**config.mk**
```make
export PLATFORM = sky130hd
export DESIGN_NAME = spi_cmd_queue_flat
export DESIGN_NICKNAME = d
export VERILOG_FILES = /design/src/rtl/spi_cmd_queue_if.sv /design/src/rtl/spi_cmd_queue.sv /design/src/flat_wrapper.sv
export SDC_FILE = /design/constraint.sdc
export NUM_CORES = 1
export LEC_CHECK = 0
export ABC_AREA = 1
export CORE_UTILIZATION = 45
export CTS_BUF_LIST = sky130_fd_sc_hd__clkbuf_4 sky130_fd_sc_hd__clkbuf_8
export DETAILED_ROUTE_END_ITERATION = 7
export PLACE_DENSITY = 0.69
export SYNTH_ARGS = -nofsm -noshare
export SYNTH_HDL_FRONTEND = slang
export SYNTH_SLANG_ARGS = --single-unit
```
**constraint.sdc**
```tcl
create_clock -name clk -period 4.9 [get_ports clk]
set_input_delay 0.49 -clock clk [delete_from_list [all_inputs] [get_ports clk]]
set_output_delay 0.49 -clock clk [all_outputs]
set_load 0.01 [all_outputs]
```
**src/rtl/spi_cmd_queue_if.sv**
```systemverilog
// CPU-side write port and SPI-driver-side outputs of the OLED command queue.
interface spi_cmd_queue_if;
  logic        wr_en;
  logic [10:0] wr_data;
  logic [31:0] status;
  logic        busy;
  logic        spi_start;
  logic [9:0]  spi_din;

  modport master (
    output wr_en, wr_data,
    input  status, busy, spi_start, spi_din
  );

  modport slave (
    input  wr_en, wr_data,
    output status, busy, spi_start, spi_din
  );
endinterface

```
**src/rtl/spi_cmd_queue.sv**
```systemverilog
// Command FIFO plus sequencer that pops byte/power/delay entries and paces
// start pulses to the SPI byte driver with fixed per-entry time slots.
module spi_cmd_queue #(
  parameter int unsigned DEPTH       = 16,
  parameter int unsigned XFER_CYCLES = 480,
  parameter int unsigned PWR_CYCLES  = 4,
  parameter int unsigned DELAY_UNIT  = 62500
) (
  input  logic            clk,
  input  logic            reset,
  spi_cmd_queue_if.slave  bus
);

  localparam int unsigned AW = $clog2(DEPTH);
  localparam int unsigned CW = AW + 1;

  typedef enum logic [1:0] {
    IDLE,
    ISSUE,
    XFER,
    DELAY
  } state_t;

  logic [10:0]   mem_q [DEPTH];
  logic [AW-1:0] wr_ptr_q, wr_ptr_d;
  logic [AW-1:0] rd_ptr_q, rd_ptr_d;
  logic [CW-1:0] count_q, count_d;
  logic          overflow_q, overflow_d;
  state_t        state_q, state_d;
  logic [23:0]   cnt_q, cnt_d;
  logic          entry_pwr_q, entry_pwr_d;
  logic          spi_start_q, spi_start_d;
  logic [9:0]    spi_din_q, spi_din_d;

  logic          full, empty, push, pop;
  logic [10:0]   head;
  logic [23:0]   delay_len;

  always_comb begin
    full      = (count_q == CW'(DEPTH));
    empty     = (count_q == '0);
    push      = bus.wr_en && !full;
    pop       = (state_q == IDLE) && !empty;
    head      = mem_q[rd_ptr_q];
    delay_len = 24'(head[7:0]) * 24'(DELAY_UNIT);

    wr_ptr_d    = wr_ptr_q;
    rd_ptr_d    = rd_ptr_q;
    count_d     = count_q;
    overflow_d  = overflow_q;
    state_d     = state_q;
    cnt_d       = cnt_q;
    entry_pwr_d = entry_pwr_q;
    spi_start_d = 1'b0;
    spi_din_d   = spi_din_q;

    if (push) wr_ptr_d = wr_ptr_q + AW'(1);
    if (bus.wr_en && full) overflow_d = 1'b1;
    if (pop) rd_ptr_d = rd_ptr_q + AW'(1);

    case ({push, pop})
      2'b10:   count_d = count_q + CW'(1);
      2'b01:   count_d = count_q - CW'(1);
      default: count_d = count_q;
    endcase

    case (state_q)
      IDLE: begin
        if (pop) begin
          entry_pwr_d = head[9];
          // Delay bit outranks power-on; zero-tick delays are consumed in place.
          if (head[10]) begin
            if (head[7:0] != 8'd0) begin
              state_d = DELAY;
              cnt_d   = delay_len - 24'd1;
            end
          end else begin
            state_d     = ISSUE;
            spi_start_d = 1'b1;
            spi_din_d   = head[9:0];
          end
        end
      end
      ISSUE: begin
        state_d = XFER;
        cnt_d   = entry_pwr_q ? 24'(PWR_CYCLES - 1) : 24'(XFER_CYCLES - 1);
      end
      XFER, DELAY: begin
        if (cnt_q == '0) state_d = IDLE;
        else             cnt_d   = cnt_q - 24'd1;
      end
      default: state_d = IDLE;
    endcase
  end

  always_ff @(posedge clk) begin
    if (push) mem_q[wr_ptr_q] <= bus.wr_data;
  end

  always_ff @(posedge clk or posedge reset) begin
    if (reset) begin
      wr_ptr_q    <= '0;
      rd_ptr_q    <= '0;
      count_q     <= '0;
      overflow_q  <= 1'b0;
      state_q     <= IDLE;
      cnt_q       <= '0;
      entry_pwr_q <= 1'b0;
      spi_start_q <= 1'b0;
      spi_din_q   <= '0;
    end else begin
      wr_ptr_q    <= wr_ptr_d;
      rd_ptr_q    <= rd_ptr_d;
      count_q     <= count_d;
      overflow_q  <= overflow_d;
      state_q     <= state_d;
      cnt_q       <= cnt_d;
      entry_pwr_q <= entry_pwr_d;
      spi_start_q <= spi_start_d;
      spi_din_q   <= spi_din_d;
    end
  end

  assign bus.busy      = !empty || (state_q != IDLE);
  assign bus.status    = {23'd0, overflow_q, bus.busy, empty, full, 5'(count_q)};
  assign bus.spi_start = spi_start_q;
  assign bus.spi_din   = spi_din_q;

endmodule
```
**src/flat_wrapper.sv**
```systemverilog
// flat-port wrapper written by rule: the top's interface ports become plain ports
module spi_cmd_queue_flat 
#(
  parameter int unsigned DEPTH       = 16,
  parameter int unsigned XFER_CYCLES = 480,
  parameter int unsigned PWR_CYCLES  = 4,
  parameter int unsigned DELAY_UNIT  = 62500
)
  (clk, reset, bus_wr_en, bus_wr_data, bus_status, bus_busy, bus_spi_start, bus_spi_din);
  spi_cmd_queue_if bus_i ();
  input  logic clk;
  input  logic reset;
  input wire logic [$bits(bus_i.wr_en)-1:0] bus_wr_en;
  input wire logic [$bits(bus_i.wr_data)-1:0] bus_wr_data;
  output wire logic [$bits(bus_i.status)-1:0] bus_status;
  output wire logic [$bits(bus_i.busy)-1:0] bus_busy;
  output wire logic [$bits(bus_i.spi_start)-1:0] bus_spi_start;
  output wire logic [$bits(bus_i.spi_din)-1:0] bus_spi_din;
  assign bus_i.wr_en = bus_wr_en;
  assign bus_i.wr_data = bus_wr_data;
  assign bus_status = bus_i.status;
  assign bus_busy = bus_i.busy;
  assign bus_spi_start = bus_i.spi_start;
  assign bus_spi_din = bus_i.spi_din;
  spi_cmd_queue #(.DEPTH(DEPTH), .XFER_CYCLES(XFER_CYCLES), .PWR_CYCLES(PWR_CYCLES), .DELAY_UNIT(DELAY_UNIT)) u_core (.clk(clk), .reset(reset), .bus(bus_i));
endmodule
```
### Word-level counts from Yosys, hierarchy flattened

Memory sizes are Yosys's and may differ from the RTL's.
Index checks and enable logic that the tools add are counted.
W data, S select, Z words.

| operators by class | value |
|---|---|
| add/subtract/negate cells | 6 |
| multiply operators | 1 |
| div/mod/pow operators | 0 |
| order comparisons | 0 |
| equal/unequal tests | 12 |
| shifts and indexed selects | 0 |
| mux-type cells | 17 |
| bitwise operators | 1 |
| reduce and logical (&&, ||, !) cells | 17 |

Operator list:

| kind | number |
|---|---|
| $mux W24 | 4 |
| $pmux W24 S3 | 1 |
| $sub A24 B1 Y24 const B | 2 |
| $logic_not A24 Y1 | 1 |
| $mul A8 B14 Y22 const B | 1 |
| $pmux W5 S2 | 1 |
| $mux W9 | 1 |
| $add A4 B1 Y4 const B | 2 |
| $mux W2 | 4 |
| $reduce_bool A8 Y1 | 1 |
| $eq A2 B2 Y1 const B | 3 |
| $ne A2 B1 Y1 const B | 3 |
| $pmux W2 S3 | 1 |
| $reduce_and A3 Y1 | 2 |
| $add A5 B1 Y5 const B | 1 |
| $eq A5 B5 Y1 const B | 1 |
| $logic_not A5 Y1 | 1 |
| $mux W1 | 5 |
| $sub A5 B1 Y5 const B | 1 |
| $eq A2 B1 Y1 const B | 2 |
| $ne A2 B2 Y1 const B | 2 |
| $reduce_and A4 Y1 | 1 |
| $reduce_bool A2 Y1 | 2 |
| $logic_and A1 B1 Y1 | 3 |
| other kinds (7) | 8 |

| word-level totals | value |
|---|---|
| register bits after elaboration | 52 |
| bits in latches | 0 |
| bits in writable memories | 176 |
| memory bits (read-only) | 0 |
| output and inout port bits | 44 |
| word-level logic and storage cells | 64 |
| memories | 1 |

Memory list:

| memory | depth | width | rd ports | clocked after Yosys merged registers in | wr ports | RTL line | text |
|---|---|---|---|---|---|---|---|
| u_core.mem_q | 16 | 11 | 1 | 0 | 1 | spi_cmd_queue.sv:24 | `logic [10:0] mem_q [DEPTH];` |

### Logic depth before layout (Yosys ltp)

An unclocked memory read counts as a cell.

| depth | value |
|---|---|
| depth in word-level cells | 7 |
| depth in mapped cells | 32 |
| mapped depth without buffers | 31 |

### Least setup slack after synthesis

No wires, ideal clock.

| timing path | value |
|---|---|
| path type | register to register |
| start point | register u_core.rd_ptr_q[0] |
| end point | register u_core.cnt_q[23] |
| data arrival time | 4.856 ns |
| path slack | -0.033 ns |
| cell stages (with the launch flop) | 29 |
| path buffers | 3 |
| cell sequence | dfrtp_1 -> inv_2 -> buf_4 -> buf_4 -> clkbuf_1 -> o21ai_0 -> o221ai_1 -> nand3_1 -> nand2_1 -> fa_1 -> ha_1 -> fa_1 -> inv_1 -> fa_1 -> inv_1 -> ha_1 -> nand2_1 -> nor2_1 -> and2_1 -> nand2_1 -> nand3_1 -> nand2_1 -> nand2_1 -> nand3_1 -> nor2_1 -> nand2_1 -> nand2_1 -> nand3_1 -> a21oi_1 |

| between the ends | value |
|---|---|
| cells in the longest elaborated chain, start to end | 7 |
| elaborated cells between the ends (all ways) | 11 |
| those cells by class | add/sub (1); mul (1); eq/ne (2); mux (4); reduce/logical (2); memory (1) |

Ends and longest elaborated chain:

| what | RTL line | text |
|---|---|---|
| start: declaration | spi_cmd_queue.sv:26 | `logic [AW-1:0] rd_ptr_q, rd_ptr_d;` |
| start signal: assignment | spi_cmd_queue.sv:113 | `rd_ptr_q <= rd_ptr_d;` |
| $mem_v2 Z16 W11 (*) | - |  |
| via u_core.head[3] | spi_cmd_queue.sv:36 | `logic [10:0] head;` |
| $mul A8 B14 Y22 | spi_cmd_queue.sv:45 | `delay_len = 24'(head[7:0]) * 24'(DELAY_UNIT);` |
| $sub A24 B1 Y24 | spi_cmd_queue.sv:75 | `cnt_d = delay_len - 24'd1;` |
| $mux W24 | spi_cmd_queue.sv:73 | `if (head[7:0] != 8'd0) begin` |
| $mux W24 | spi_cmd_queue.sv:72 | `if (head[10]) begin` |
| $mux W24 | spi_cmd_queue.sv:69 | `if (pop) begin` |
| $pmux W24 S3 | spi_cmd_queue.sv:67 | `case (state_q)` |
| end signal: assignment | spi_cmd_queue.sv:117 | `cnt_q <= cnt_d;` |
| end: declaration | spi_cmd_queue.sv:30 | `logic [23:0] cnt_q, cnt_d;` |

The timed path passes the listed nets; every way through them passes the cells marked *. The select of a mux whose other input is x is not followed.
A chain may end at the register's enable or synchronous reset.

### Worst setup path in the final report

Ends and elaborated chain as after synthesis.

==> results by group <==
Route
  – First-pass DRT Iterations: 5
  – Vias: 10,200
  – DRC viols: 0
  – Initial DRC Count: 768
  – Average wire per standard cell: 16.5 µm
  – Post-route ant nets: 0
  – WL final: 32,200 µm
  – Vias per cell: about 5.2

Placement
  – Post-placement cell count: 1,870
  – Placed inst area: 14,200 µm²
  – Number of port buffers: 34
  – GPL Wtd Cong: 0.942
  – DPL Wire Length: 21,600 µm

Die
  – Rows: between 60 and 70
  – Initial Utilization: 46.1%
  – I/O pin count: 58
  – Core area: 28,100 µm²
  – Die area: roughly 29,000 µm²
  – Die W: 172 µm
  – Die extent in y: 172 µm

Logic synthesis
  – Synth Cell Area: 13,000 µm²
  – Sequential-to-total area share from yosys stat: 50.8%
  – Top_reg_cell synth: edfxtp_1
  – Ys Warns: 0
  – Async set-reset flop share out of synthesis: between 20 and 25%
  – EDFF count, synth: 176
  – Syn avg cell area: between 9 and 10 µm²
  – Synthesized instance count: 1,411
  – FF+latch count, synth: 228
  – Synth cell types: 45

Hold path
  – Hold Crit Class: primary input to async pin

Worst setup path
  – Critical path fanouts, max: 8
  – Critical Path End Type: register
  – Crit Path Category: register to register
  – Depth of the most critical reg-to-reg path: 27
  – Reg-to-reg startpoint: u_core.rd_ptr_q[0]$_DFFE_PP0P_
  – Worst Setup EP: u_core.cnt_q[23]$_DFFE_PP0P_
  – CP required: ~5.4 ns
  – Worst Setup SP: u_core.rd_ptr_q[0]$_DFFE_PP0P_
  – R2R Path End: u_core.cnt_q[23]$_DFFE_PP0P_
  – Worst Path Arrival: between 5 and 6 ns
  – Worst setup SP type: register
  – Worst R2R Setup Slack: around 0.047 ns

Global route
  – GR Layer Usage met3: a little over 4%
  – GRT met1 Usage: 27.6%
  – Initial antenna violation count: 0
  – Total track usage: 22.0%
  – GR Util met2: a little under two fifths
  – Overflow after GRT: 0
  – Largest net degree at the start of global routing: 53
  – Vias in the first global route: around 9,700
  – First-pass GRT wire length: 50,100 µm
  – Global-route layer with the greatest usage: met2

Cells and area
  – Most common cell after layout, fill and taps aside: nand2_1
  – Layout cells sized above 1: approximately a fifth
  – Post-route cell area: about 16,000 µm²
  – Non-Filler Instances: 1,954
  – Fin util: 55.5%
  – Most frequent cells in the layout: 248 x nand2_1, 176 x edfxtp_1, 171 x inv_1, 155 x nor2_1, 105 x nand3_1
  – Nets: 1,646
  – Layout area overhead: 20.3%

Job
  – Max-cap viol count: 0

Run status
  – Outcome: completed

Clock tree
  – Root Driver: clkbuf_8
  – H-tree depth: 2
  – Clock latency on the worst-skew pair: ~0.57 ns
  – CTS tree: built
  – Clock Sinks: 228
  – Clock slew seen by the registers of the worst setup and hold paths: 0.06 ns
  – CTS Buf Count: 39
  – Max Root-Sink Buffers: 3

STA
  – Worst slew pin tran: ~0.96 ns
  – Max Freq: approximately 200 MHz
  – Slew HR: 35.6%
  – Final setup viols: 0
  – Slew Viols, Final: 0
  – Worst Skew: 0.0360 ns
  – Hold Fails Final Rpt: 0
  – Crit path time final: about 4.9 ns
  – Part of the cycle the worst path needs: 99.1%
  – RSZ-0062 raised after global routing: true
[stage by stage]
stage	hold slack, ns	setup slack [ns]	setup TNS [ns]
floorplan	0.443	0.0552	0
global placement	0.454	-0.0450	-0.118
detailed placement	0.457	-0.168	-0.814
CTS	0.451	0.000132	0
global route	0.486	-0.337	-1.32
finish	0.441	0.0465	0
[worst min-delay path by stage]
| stage | startpoint | end |
|---|---|---|
| global placement | u_core.overflow_q$_DFFE_PP0P_ | u_core.overflow_q$_DFFE_PP0P_ |
| finish | reset | u_core.rd_ptr_q[1]$_DFFE_PP0P_ |
| global route | u_core.bus.spi_din[4]$_DFFE_PP0P_ | u_core.bus.spi_din[4]$_DFFE_PP0P_ |
| floorplan | u_core.overflow_q$_DFFE_PP0P_ | u_core.overflow_q$_DFFE_PP0P_ |
| detailed placement | u_core.bus.spi_din[4]$_DFFE_PP0P_ | u_core.bus.spi_din[4]$_DFFE_PP0P_ |
| CTS | reset | u_core.rd_ptr_q[1]$_DFFE_PP0P_ |
[logic make-up (layout without fill, tap and decap cells)]
| logic type | Yosys count | count (layout) | synth area share (%) |
|---|---|---|---|
| AND/OR/NAND/NOR | 616 | 616 | 20.6 |
| buffers and inverters | 257 | 399 | 8.97 |
| flip-flops | 228 | 228 | 50.8 |
| AO/OA/AOI/OAI | 203 | 203 | 8.79 |
| adder cells (fa/ha/maj) | 87 | 87 | 9.45 |
| XOR/XNOR | 19 | 19 | 1.28 |
| other | 1 | 24 | 0.0289 |
[metal layers]
metal  vias to the layer above  part of all wire, %
li1                       4951                    -
met4                         0                  2.0
met1                      4852                   42
met2                       315                   50
met3                        59                  6.3
met5                         -                    0
[cell usage after synthesis (2+ instances only)]
library cell	n	area share [%]
o21ai_0	90	3.5
xor2_1	15	1.0
o221ai_1	14	0.95
dfrtp_1	52	10
nor4_1	4	0.19
nand3b_1	3	0.17
o21ai_1	22	0.85
nor2_2	8	0.39
inv_1	179	5.2
o22ai_1	6	0.29
fa_1	18	2.8
inv_2	6	0.17
edfxtp_1	176	41
a22oi_1	2	0.12
nand3_1	115	4.4
nor2_4	6	0.52
xnor2_1	4	0.27
nand2_1	272	7.9
buf_6	9	0.78
a31oi_1	2	0.097
nand4_1	11	0.53
nor2_1	174	5.0
and2_1	3	0.14
nand2_4	3	0.26
nand2_2	5	0.24
o211ai_1	16	0.93
buf_4	30	1.7
a21oi_1	46	1.8
buf_2	12	0.46
nor3_1	5	0.19
clkbuf_1	18	0.52
ha_1	69	6.7
or2_2	2	0.097
nand3_2	3	0.23
[flip-flops by register name (all words and copies together) (netlist names)]
signal                flops
u_core.bus.spi_din       10
u_core.bus.spi_start      1
u_core.state_q            2
u_core.cnt_q             24
u_core.rd_ptr_q           4
u_core.count_q            5
u_core.wr_ptr_q           4
u_core.overflow_q         1
u_core.entry_pwr_q        1
u_core.mem_q            176
[worst max-delay path, stage by stage (launching register included)]
cell      delay [ns]
dfrtp_2         0.43
clkinv_4        0.15
buf_12          0.17
buf_6           0.11
o21ai_2         0.12
o211ai_1        0.11
nand3_1         0.12
nand2_2         0.12
fa_2            0.60
ha_4            0.21
inv_1           0.06
fa_1            0.43
fa_1            0.53
inv_2           0.05
ha_4            0.29
nand2_4         0.08
nor2_4          0.15
and2_4          0.15
nand2_1         0.08
nand2_1         0.07
nand2_1         0.05
nand2_2         0.08
nand3_2         0.08
nor2_2          0.14
nand2_1         0.06
nand2_1         0.10
nand3_2         0.08
a21oi_2         0.14
[cell type report]
| type | count | area [µm²] |
|---|---|---|
| multi-input combinational | 948 | 5690 |
| tap | 378 | 473 |
| inverter | 187 | 714 |
| clock buffer | 54 | 656 |
| antenna | 1 | 2.50 |
| fill | 2424 | 12500 |
| timing repair buffer | 141 | 1330 |
| clock inverter | 17 | 130 |
| sequential | 228 | 6590 |
[timing repair]
action                                  in CTS  in global routing
gates resized for setup                     24                100
setup buffers                                0                  9
pin swaps                                    5                 45
gates cloned                                 0                  3
endpoints found under the setup margin       6                  8
hold buffers                                 0                  0
Power is not shown: default switching activity piles up to over one toggle a cycle in this logic, so the estimate is an artifact.
